### src/rtl/param_sync_fifo.sv
// Single-clock parametrised FIFO with occupancy level, programmable
// almost-full/almost-empty flags, overflow/underflow pulses and a synchronous flush.
// Optional build macro SYNC_FIFO_FWFT_EN selects first-word-fall-through read data;
// without it rd_data is a register loaded on each accepted read.
module param_sync_fifo #(
    parameter int WIDTH     = 16,
    parameter int DEPTH     = 16,
    parameter int AF_THRESH = DEPTH - 2,
    parameter int AE_THRESH = 2
) (
    input  logic                       clk,
    input  logic                       rst_n,
    input  logic                       clear,
    input  logic                       wr_en,
    input  logic [WIDTH-1:0]           wr_data,
    output logic                       full,
    output logic                       almost_full,
    input  logic                       rd_en,
    output logic [WIDTH-1:0]           rd_data,
    output logic                       empty,
    output logic                       almost_empty,
    output logic [$clog2(DEPTH+1)-1:0] level,
    output logic                       overflow,
    output logic                       underflow
);

    localparam int PW = $clog2(DEPTH);
    localparam int LW = $clog2(DEPTH + 1);

    generate
        if (DEPTH < 2 || (DEPTH & (DEPTH - 1)) != 0) begin : g_depth_check
            $error("param_sync_fifo: DEPTH must be a power of 2 and >= 2");
        end
    endgenerate

    logic [WIDTH-1:0] mem [DEPTH];
    logic [PW-1:0]    wr_ptr;
    logic [PW-1:0]    rd_ptr;
    logic [LW-1:0]    level_nxt;
    logic             wr_acc;
    logic             rd_acc;

    // Acceptance uses the registered flags; level is the single source of truth for flags.
    always_comb begin
        wr_acc    = wr_en && !full;
        rd_acc    = rd_en && !empty;
        level_nxt = level;
        if (clear) begin
            level_nxt = '0;
        end else begin
            case ({wr_acc, rd_acc})
                2'b10:   level_nxt = level + LW'(1);
                2'b01:   level_nxt = level - LW'(1);
                default: level_nxt = level;
            endcase
        end
    end

    // Pointers, level, and flags registered from the next level so they track it with no lag.
    always_ff @(posedge clk or negedge rst_n) begin
        if (!rst_n) begin
            wr_ptr       <= '0;
            rd_ptr       <= '0;
            level        <= '0;
            full         <= 1'b0;
            almost_full  <= 1'b0;
            empty        <= 1'b1;
            almost_empty <= 1'b1;
            overflow     <= 1'b0;
            underflow    <= 1'b0;
        end else begin
            if (clear) begin
                wr_ptr <= '0;
                rd_ptr <= '0;
            end else begin
                if (wr_acc) wr_ptr <= wr_ptr + PW'(1);
                if (rd_acc) rd_ptr <= rd_ptr + PW'(1);
            end
            level        <= level_nxt;
            full         <= (level_nxt == LW'(DEPTH));
            almost_full  <= (level_nxt >= LW'(AF_THRESH));
            empty        <= (level_nxt == '0);
            almost_empty <= (level_nxt <= LW'(AE_THRESH));
            overflow     <= !clear && wr_en && full;
            underflow    <= !clear && rd_en && empty;
        end
    end

    // Storage array; not reset, and a flush discards any write in the same cycle.
    always_ff @(posedge clk) begin
        if (wr_acc && !clear) mem[wr_ptr] <= wr_data;
    end

`ifdef SYNC_FIFO_FWFT_EN
    // Head word is presented combinationally; rd_en only acknowledges it.
    assign rd_data = mem[rd_ptr];
`else
    // Registered read port: loads the head word on each accepted read, holds otherwise.
    always_ff @(posedge clk or negedge rst_n) begin
        if (!rst_n) begin
            rd_data <= '0;
        end else if (rd_acc && !clear) begin
            rd_data <= mem[rd_ptr];
        end
    end
`endif

endmodule

### config.mk
export PLATFORM = sky130hd
export DESIGN_NAME = param_sync_fifo
export DESIGN_NICKNAME = d
export VERILOG_FILES = /design/src/rtl/param_sync_fifo.sv
export SDC_FILE = /design/constraint.sdc
export NUM_CORES = 1
export LEC_CHECK = 0
export BUFFER_PORTS_ARGS = -buffer_cell sky130_fd_sc_hd__buf_4
export CORE_AREA = 4 4 171 173
export DETAILED_ROUTE_END_ITERATION = 10
export DIE_AREA = 0 0 175 177
export GPL_TIMING_DRIVEN = 0
export SYNTH_ARGS = -nofsm -noshare
export SYNTH_HDL_FRONTEND = slang
export SYNTH_SLANG_ARGS = --single-unit
### constraint.sdc
create_clock -name clk -period 7.3 [get_ports clk]
set_clock_uncertainty 0.15 [all_clocks]
set_input_delay 1.095 -clock clk [delete_from_list [all_inputs] [get_ports clk]]
set_output_delay 1.095 -clock clk [all_outputs]
set_load 0.02 [all_outputs]
==> results.sh, run 1 <==
export IMPL_status="finished, final reports clean"
export IMPL_cts_setup_buffers=0
export IMPL_slew_headroom_pct=36.3
export IMPL_path_max_fanout=10
export IMPL_worst_slew_pin_slew_ps=950
export IMPL_drtIter0Drc=453
export IMPL_coreArea_um2=27600
export IMPL_ys_async_sr_fraction_pct=12.0
export IMPL_max_cap_viol_count=0
export IMPL_hold_viol=0
export IMPL_r2r_slack_ps=4150
export IMPL_insertion_delay_ps=550
export IMPL_rsz0062_at_grt="false"
export IMPL_place_gp_congestion=0.797
export IMPL_portBuffers=47
export IMPL_synth_nets=556
export IMPL_synthesis_area_um2=11500
export IMPL_power_per_cell_area_nw_per_um2=307
export IMPL_cts_hold_buf=0
export IMPL_clockBufferDepth=3
export IMPL_synth_top_cell_area_share_pct=67.0
export IMPL_grt_util_all_layers_pct=16.3
export IMPL_cts_sinks=291
export IMPL_fmax_ghz=0.299
export IMPL_hpwl_um=15900
export IMPL_hp_class="reg2reg"
export IMPL_dp_slack_ps=3460
export IMPL_grt_max_degree=36
export IMPL_ir_drop_uv=183
export IMPL_antenna_cells=0
export IMPL_synth_edf_count=256
export IMPL_vias=5411
export IMPL_grt_pass1_vias=5998
export IMPL_gr_total_overflow=0
export IMPL_finalWorstSetupSlack_ps=3960
export IMPL_synthTopCellsByArea="edfxtp_1, mux4_2, dfrtp_1"
export IMPL_drc=0
export IMPL_drive_above_1_share_pct=36.5
export IMPL_initial_core_util_pct=41.6
export IMPL_antenna_found_initial=0
export IMPL_crit_path_end_kind="register"
export IMPL_start_kind="primary input"
export IMPL_crit_type="in2reg"
export IMPL_first_pass_iters=4
export IMPL_die_w_um=175
export IMPL_fillers=2253
export IMPL_tns_ps=0
export IMPL_area_growth_pct=19.5
export IMPL_period_needed_ps=3340
export IMPL_cts_root_buf="clkbuf_16"
export IMPL_antenna_left=0
export IMPL_cts_tree="yes"
export IMPL_fp_dieH_um=177
export IMPL_synthFlopType="edfxtp_1"
export IMPL_die_area_um2=31000
export IMPL_rows=61
export IMPL_synth_distinct_cells=41
export IMPL_syn_area_per_cell_um2=21.7
export IMPL_viasPerCell=5.28
export IMPL_finalMaxSlewViolations=0
export IMPL_wirelength_um=24500
export IMPL_yosysTopAreaCell="edfxtp_1"
export IMPL_grt_pass1_wl_um=37300
export IMPL_post_drt_wl_per_cell_um=23.9
export IMPL_finalNetCount=651
export IMPL_ctsResizeCount=0
export IMPL_cp_required_ps=7630
export IMPL_synth_cells=528
export IMPL_htree_levels=1
export IMPL_synth_warnings=0
export IMPL_io_pins=48
export IMPL_ys_seq_area_share_pct=74.6
export IMPL_synth_common_cells="edfxtp_1, mux4_2, dfrtp_1, nor2_1, nand2_1"
export IMPL_worstPathArrival_ps=3670
export IMPL_post_route_period_util_pct=45.8
export IMPL_p_leak_nw=4.57
export IMPL_cts_buffers=30
export IMPL_ys_ff_latch=291
export IMPL_clk_pin_slew_worst_paths_ps=60
export IMPL_synth_most_common_cell="edfxtp_1"
export IMPL_setup_violations=0
per-stage QoR:
stage | hold slack [ps] | cells | instance area [µm²] | total power [W] | utilization [%]
after global placement | 324 | 953 | 12300 | 0.00264 | 44.5
after global routing | 347 | 1025 | 13700 | 0.00438 | 49.7
after detailed placement | 330 | 969 | 12700 | 0.00266 | 45.8
final | 334 | 1025 | 13700 | 0.00421 | 49.7
after CTS | 336 | 1025 | 13700 | 0.00426 | 49.7
after floorplan | 366 | 528 | 11500 | 0.00241 | -
cells in the final DEF (no fill, tap or decap), drive strengths merged:
master and count:
a2111oi 1, a21o 1, a21oi 8, a31oi 1
a41o 3, and3 2, and3b 1, buf 82
bufinv 5, clkbuf 48, clkinv 10, clkinvlp 2
dfrtp 33, dfstp 2, edfxtp 256, ha 7
inv 8, mux2 16, mux4 80, nand2 18
nand2b 3, nand3 3, nand3b 1, nand4 2
nor2 27, nor2b 1, nor3 6, nor3b 1
nor4 3, nor4b 1, o2111ai 1, o211ai 2
o31ai 1, xnor2 5, xor2 6
routing by layer:
metal,vias to the layer above,wire length [µm],GRT usage (%)
met3,36,1440,2.37
met5,-,0,0
li1,2375,-,-
met2,148,12900,28.9
met1,2852,9570,20.9
met4,0,577,4.88
final timing paths:
path / from / endpoint / cells past startpoint
worst min register to register: empty / underflow / 2
worst min-delay path: empty / underflow / 2
worst max register to register: empty / empty / 10
worst max-delay path: wr_en / empty / 11
min in group asynchronous: rst_n / rd_data[1] / 1
max in group asynchronous: rst_n / empty / 1
flip-flops by register name, summed over array words and instances (netlist names):
signal	count
underflow	1
rd_ptr	4
wr_ptr	4
full	1
mem	256
empty	1
overflow	1
rd_data	16
almost_full	1
level	5
almost_empty	1
cell families (layout without fill, tap and decap cells):
| family | Yosys count | count (layout) | synth area share (%) |
|---|---|---|---|
| buf+inv | 36 | 155 | 2.11 |
| mux | 96 | 96 | 17.9 |
| flops | 291 | 291 | 74.6 |
| compound gates | 18 | 18 | 1.08 |
| xor+xnor | 11 | 11 | 0.839 |
| simple gates | 69 | 69 | 2.75 |
| fa+ha+maj | 7 | 7 | 0.763 |
worst max-delay path, stage by stage:
cell and delay, ps:
buf_4 80, nor2b_1 110, clkbuf_1 290, inv_2 150, ha_1 300, clkbuf_1 340
inv_1 200, a41o_1 250, nor3_1 240, xor2_1 370, a41o_1 230
report_power, final:
group          leakage (nW)  total (W)  switching (W)  internal (W)
Clock                 0.522    0.00160       0.000619      0.000982
Sequential             2.75    0.00194      0.0000477       0.00189
Combinational          1.29   0.000673       0.000336      0.000336
area by class of cell:
type / count / area [µm²] / share of cell area [%]
plain buffers: 29 / 216 / 1.58
well taps: 378 / 473 / 3.45
inverters: 7 / 26.3 / 0.192
repair buffers: 63 / 653 / 4.76
clock buffers: 38 / 831 / 6.06
flip-flops and latches: 291 / 8570 / 62.4
multi-input cells: 201 / 2720 / 19.8
clock inverters: 18 / 233 / 1.70
No activity file was read; power rests on OpenSTA's default activity.
==> inputs of run 2 (changes only) <==
==> constraint.sdc (replaced) <==
create_clock -name clk -period 3.5 [get_ports clk]
set_clock_uncertainty 0.15 [all_clocks]
set_input_delay 0.525 -clock clk [delete_from_list [all_inputs] [get_ports clk]]
set_output_delay 0.525 -clock clk [all_outputs]
set_load 0.02 [all_outputs]
==> run 2 against run 1 <==
Compared with the run above: cell area barely moved; critical path depth did not move; sequential share of layout area barely moved; setup slack got worse by 3600 ps; clock-buffer cell count did not move; final cell count barely moved; routed wire length rose by 0.25%; die area did not move; first-iteration DRC count rose by 8.8%; sequential cell count did not move; non-clock buffer count rose by 1; critical endpoint is now full.
==> results.sh, run 2 (synthesis gave the netlist of run 1 again) <==
export IMPL_htree_levels=1
export IMPL_worstPathArrival_ps=3450
export IMPL_cts_tree="yes"
export IMPL_slew_headroom_pct=33.3
export IMPL_fin_util_pct=49.7
export IMPL_hold_end="underflow"
export IMPL_reg2reg_depth=11
export IMPL_start_kind="register"
export IMPL_r2r_end="full"
export IMPL_hold_start="rd_en"
export IMPL_multi_input_area_um2=2720
export IMPL_power_per_cell_area_nw_per_um2=640
export IMPL_portBuffers=47
export IMPL_largest_register_ffs=256
export IMPL_dp_slack_ps=232
export IMPL_first_pass_iters=6
export IMPL_whs_path_depth=3
export IMPL_cts_root_buf="clkbuf_16"
export IMPL_period_needed_ps=3170
export IMPL_setup_violations=0
export IMPL_hold_viol=0
export IMPL_cts_buffers=30
export IMPL_dpl_cell_count=969
export IMPL_post_route_period_util_pct=90.7
export IMPL_crit_type="reg2reg"
export IMPL_cp_required_ps=3780
export IMPL_p_leak_nw=4.57
export IMPL_grt_util_all_layers_pct=16.3
export IMPL_max_cap_viol_count=0
export IMPL_finalPower_w=0.00879
export IMPL_cts_sinks=291
export IMPL_post_drt_wl_per_cell_um=24.0
export IMPL_coreArea_um2=27600
export IMPL_regMostFlops="mem"
export IMPL_rsz0062_at_grt="false"
export IMPL_gr_total_overflow=0
export IMPL_place_gp_congestion=0.797
export IMPL_finalWorstSetupSlack_ps=327
export IMPL_hpwl_um=15900
export IMPL_grt_max_degree=36
export IMPL_fp_dieH_um=177
export IMPL_initial_core_util_pct=41.6
export IMPL_fin_cells=1026
export IMPL_grt_pass1_vias=5998
export IMPL_antenna_found_initial=0
export IMPL_ctsResizeCount=0
export IMPL_clockBufferDepth=3
export IMPL_drc=0
export IMPL_ir_drop_uv=382
export IMPL_clk_pin_slew_worst_paths_ps=60
export IMPL_die_w_um=175
export IMPL_viasPerCell=5.30
export IMPL_antenna_left=0
export IMPL_path_max_fanout=10
export IMPL_rows=61
export IMPL_crit_path_end_kind="register"
export IMPL_antenna_cells=0
export IMPL_tns_ps=0
export IMPL_finalMaxSlewViolations=0
export IMPL_fillers=2254
export IMPL_worst_slew_pin_slew_ps=995
export IMPL_die_area_um2=31000
export IMPL_layout_commonest_cell="edfxtp_1"
export IMPL_final_seq_area_um2=8570
export IMPL_fmax_ghz=0.315
export IMPL_layout_common_cells="edfxtp_1, mux4_2, buf_4"
export IMPL_vias=5442
export IMPL_io_pins=48
export IMPL_reg_largest_list="mem: 256 flops, rd_data: 16 flops, level: 5 flops"
export IMPL_area_growth_pct=19.6
export IMPL_insertion_delay_ps=550
export IMPL_reg2reg_from="empty"
export IMPL_drtIter0Drc=493
export IMPL_grt_pass1_wl_um=37300
export IMPL_status="finished, final reports clean"
export IMPL_cp_startpoint="empty"
export IMPL_finalNetCount=652
export IMPL_hp_class="in2reg"
export IMPL_r2r_slack_ps=330
export IMPL_drive_above_1_share_pct=36.4
export IMPL_wirelength_um=24600
run 2: changes by cell type in the layout (fill, tap and decap cells not counted), sizes merged:
cell         change
dlygate4sd3      +1
run 2: cell type report:
type	count	share of cell area (%)
Sequential cell	291	62.4
Multi-Input combinational cell	201	19.8
Clock buffer	38	6.05
Inverter	7	0.191
Tap cell	378	3.44
Clock inverter	18	1.69
Timing Repair Buffer	64	4.83
Buffer	29	1.58
run 2: worst max-delay path by stage:
stage	slack, ps	end
2_1_floorplan	500	mem[0][0]
4_1_cts	390	empty
5_1_grt	110	full
3_3_place_gp	-920	mem[2][11]
3_5_place_dp	230	empty
6_report	330	full
run 2: layer usage:
metal,vias to the layer above,track usage (%),part of all wire [%],wire (µm)
li1,2372,-,-,-
met1,2881,20.9,40,9910
met2,153,28.9,53,12900
met3,36,2.37,4.6,1130
met4,0,4.88,2.5,607
met5,-,0,0,0
run 2: report_power, final:
group / switching, W / internal [W]
clock: 0.00129 / 0.00205
sequential: 0.0000998 / 0.00394
combinational: 0.000704 / 0.000703
total: 0.00210 / 0.00669
run 2: per-stage QoR:
step	hold WS, ps	instance area (µm²)
3_5_place_dp	330	12700
2_1_floorplan	79.4	11500
3_3_place_gp	324	12300
5_1_grt	50.3	13700
4_1_cts	39.7	13700
6_report	65.1	13700
run 2: worst max-delay path, stage by stage, from the launching register on:
cell	delay (ps)
dfstp_2	540
nand2b_1	210
inv_1	80
buf_2	180
ha_1	300
clkbuf_1	230
nor4_1	320
nand3_1	120
and3_1	180
and3_1	200
nor2_1	240
nor4b_1	300
run 2: what timing repair did:
| item | 4_1_cts | 5_1_grt |
|---|---|---|
| hold buffers | 1 | 0 |
| hold endpoints to repair | 33 | 0 |
| setup buffers | 0 | 0 |
==> inputs of run 3 (changes only) <==
--- a/config.mk
+++ b/config.mk
@@ -6,10 +6,11 @@
 export NUM_CORES = 1
 export LEC_CHECK = 0
 export BUFFER_PORTS_ARGS = -buffer_cell sky130_fd_sc_hd__buf_4
-export CORE_AREA = 4 4 171 173
+export CORE_AREA = 4 4 219 136
 export DETAILED_ROUTE_END_ITERATION = 10
-export DIE_AREA = 0 0 175 177
+export DIE_AREA = 0 0 223 140
 export GPL_TIMING_DRIVEN = 0
+export MAX_ROUTING_LAYER = met4
 export SYNTH_ARGS = -nofsm -noshare
 export SYNTH_HDL_FRONTEND = slang
 export SYNTH_SLANG_ARGS = --single-unit
==> run 3 against run 2 <==
Compared with the run above: routed wire length increased by 2.7%; final cell count decreased by 0.49%; non-clock buffer count increased by 3; hold slack improved by 16 ps; register-to-register slack improved by 50 ps; fmax increased by 1.6%; critical path depth decreased by 2; sequential power about the same; sequential cell count unchanged.
==> results.sh, run 3 (synthesis gave the netlist of run 1 again) <==
export IMPL_crit_cells=9
export IMPL_final_seq_area_um2=8570
export IMPL_period_needed_ps=3120
export IMPL_fin_util_pct=48.3
export IMPL_post_drt_wl_per_cell_um=24.7
export IMPL_antenna_cells=0
export IMPL_reg2reg_depth=9
export IMPL_dp_slack_ps=35.4
export IMPL_antenna_found_initial=0
export IMPL_drc=0
export IMPL_finalPower_w=0.00830
export IMPL_die_area_um2=31200
export IMPL_vias=5605
export IMPL_hp_class="in2reg"
export IMPL_finalWorstSetupSlack_ps=377
export IMPL_cpLargestDelayFamily="simple AND/OR/NAND/NOR gates"
export IMPL_cp_required_ps=3770
export IMPL_cp_cell_sequence="nand2b_1 -> inv_1 -> buf_2 -> ha_1 -> inv_1 -> a41o_1 -> nor3_1 -> xor2_1 -> nor4b_1"
export IMPL_portBuffers=47
export IMPL_die_w_um=223
export IMPL_fp_dieH_um=140
export IMPL_worstPathArrival_ps=3390
export IMPL_drtIter0Drc=501
export IMPL_cts_tree="yes"
export IMPL_layout_commonest_cell="edfxtp_1"
export IMPL_cp_startpoint="empty"
export IMPL_path_max_fanout=10
export IMPL_finalMaxSlewViolations=0
export IMPL_clk_pin_slew_worst_paths_ps=60
export IMPL_grt_max_degree=36
export IMPL_p_leak_nw=4.49
export IMPL_clockBufferDepth=3
export IMPL_whs_path_depth=3
export IMPL_fmax_ghz=0.320
export IMPL_power_per_cell_area_nw_per_um2=613
export IMPL_holdWs_ps=80.8
export IMPL_reg2reg_from="empty"
export IMPL_critical_path_buf_inv_count=3
export IMPL_setup_violations=0
export IMPL_reg_largest_list="mem: 256 flops, rd_data: 16 flops, level: 5 flops"
export IMPL_rsz0062_at_grt="false"
export IMPL_grt_pass1_wl_um=37500
export IMPL_gr_total_overflow=0
export IMPL_slew_headroom_pct=29.7
export IMPL_htree_levels=1
export IMPL_hpwl_um=17000
export IMPL_insertion_delay_ps=540
export IMPL_area_growth_pct=17.9
export IMPL_fillers=2225
export IMPL_initial_core_util_pct=40.9
export IMPL_worstSetupEndpoint="full"
export IMPL_largest_register_ffs=256
export IMPL_start_kind="register"
export IMPL_r2r_end="full"
export IMPL_layout_common_cells="edfxtp_1, mux4_2, buf_4"
export IMPL_crit_path_end_kind="register"
export IMPL_post_route_period_util_pct=89.2
export IMPL_cts_sinks=291
export IMPL_ir_drop_uv=408
export IMPL_tns_ps=0
export IMPL_finalNetCount=653
export IMPL_cpMostUsedCell="inv_1"
export IMPL_place_gp_congestion=0.773
export IMPL_antenna_left=0
export IMPL_cts_buffers=28
export IMPL_cts_setup_buffers=0
export IMPL_io_pins=48
export IMPL_worst_slew_pin_slew_ps=1050
export IMPL_regMostFlops="mem"
export IMPL_cts_root_buf="clkbuf_16"
export IMPL_grt_util_all_layers_pct=16.8
export IMPL_max_stage_delay_ps=540
export IMPL_coreArea_um2=28000
export IMPL_wirelength_um=25200
export IMPL_crit_type="reg2reg"
export IMPL_status="finished, final reports clean"
export IMPL_r2r_slack_ps=380
export IMPL_cp_slowest_cell="dfstp_2"
export IMPL_viasPerCell=5.49
export IMPL_grt_pass1_vias=5751
export IMPL_max_cap_viol_count=0
export IMPL_first_pass_iters=5
export IMPL_rows=48
export IMPL_drive_above_1_share_pct=35.1
export IMPL_multi_input_area_um2=2720
export IMPL_hold_viol=0
## run 3: metal layers
metal / global-route usage [%] / vias to the layer above / part of all wire (%)
met5: - / - / 0
met4: 3.18 / 0 / 1.8
met3: 4.27 / 40 / 7.1
met2: 24.9 / 201 / 46
met1: 24.2 / 2988 / 46
li1: - / 2376 / -
## run 3: stage by stage
stage / cell area [µm²] / cells
2_1_floorplan: 11500 / 528
3_3_place_gp: 12300 / 950
3_5_place_dp: 12700 / 970
4_1_cts: 13500 / 1022
5_1_grt: 13500 / 1021
6_report: 13500 / 1021
## run 3: worst min-delay path by stage
stage / from / endpoint
floorplan: rst_n / almost_full
global placement: empty / underflow
detailed placement: empty / underflow
CTS: rd_en / underflow
global route: rd_en / underflow
finish: rd_en / underflow
## run 3: area by class of cell
| cell class | instances | share of cell area, % |
|---|---|---|
| Inverter | 7 | 0.194 |
| Multi-Input combinational cell | 201 | 20.1 |
| Sequential cell | 291 | 63.3 |
| Timing Repair Buffer | 68 | 5.05 |
| Tap cell | 375 | 3.47 |
| Clock buffer | 36 | 5.63 |
| Clock inverter | 15 | 0.693 |
| Buffer | 28 | 1.58 |
## run 3: worst reg2reg max path, cell delays in order, from the launching register on
cell      delay, ps
dfstp_2         540
nand2b_1        210
inv_1            80
buf_2           190
ha_1            490
inv_1           190
a41o_1          250
nor3_1          360
xor2_1          220
nor4b_1         340
## run 3: where the power goes
part	internal [W]	switching [W]
Combinational	0.000708	0.000731
Sequential	0.00394	0.0000951
Clock	0.00160	0.00122
## run 3: what timing repair did
item	in CTS	in global routing
endpoints found under the setup margin	0	4
resized for setup	0	2
hold buffers	1	0
hold endpoints to repair	33	0
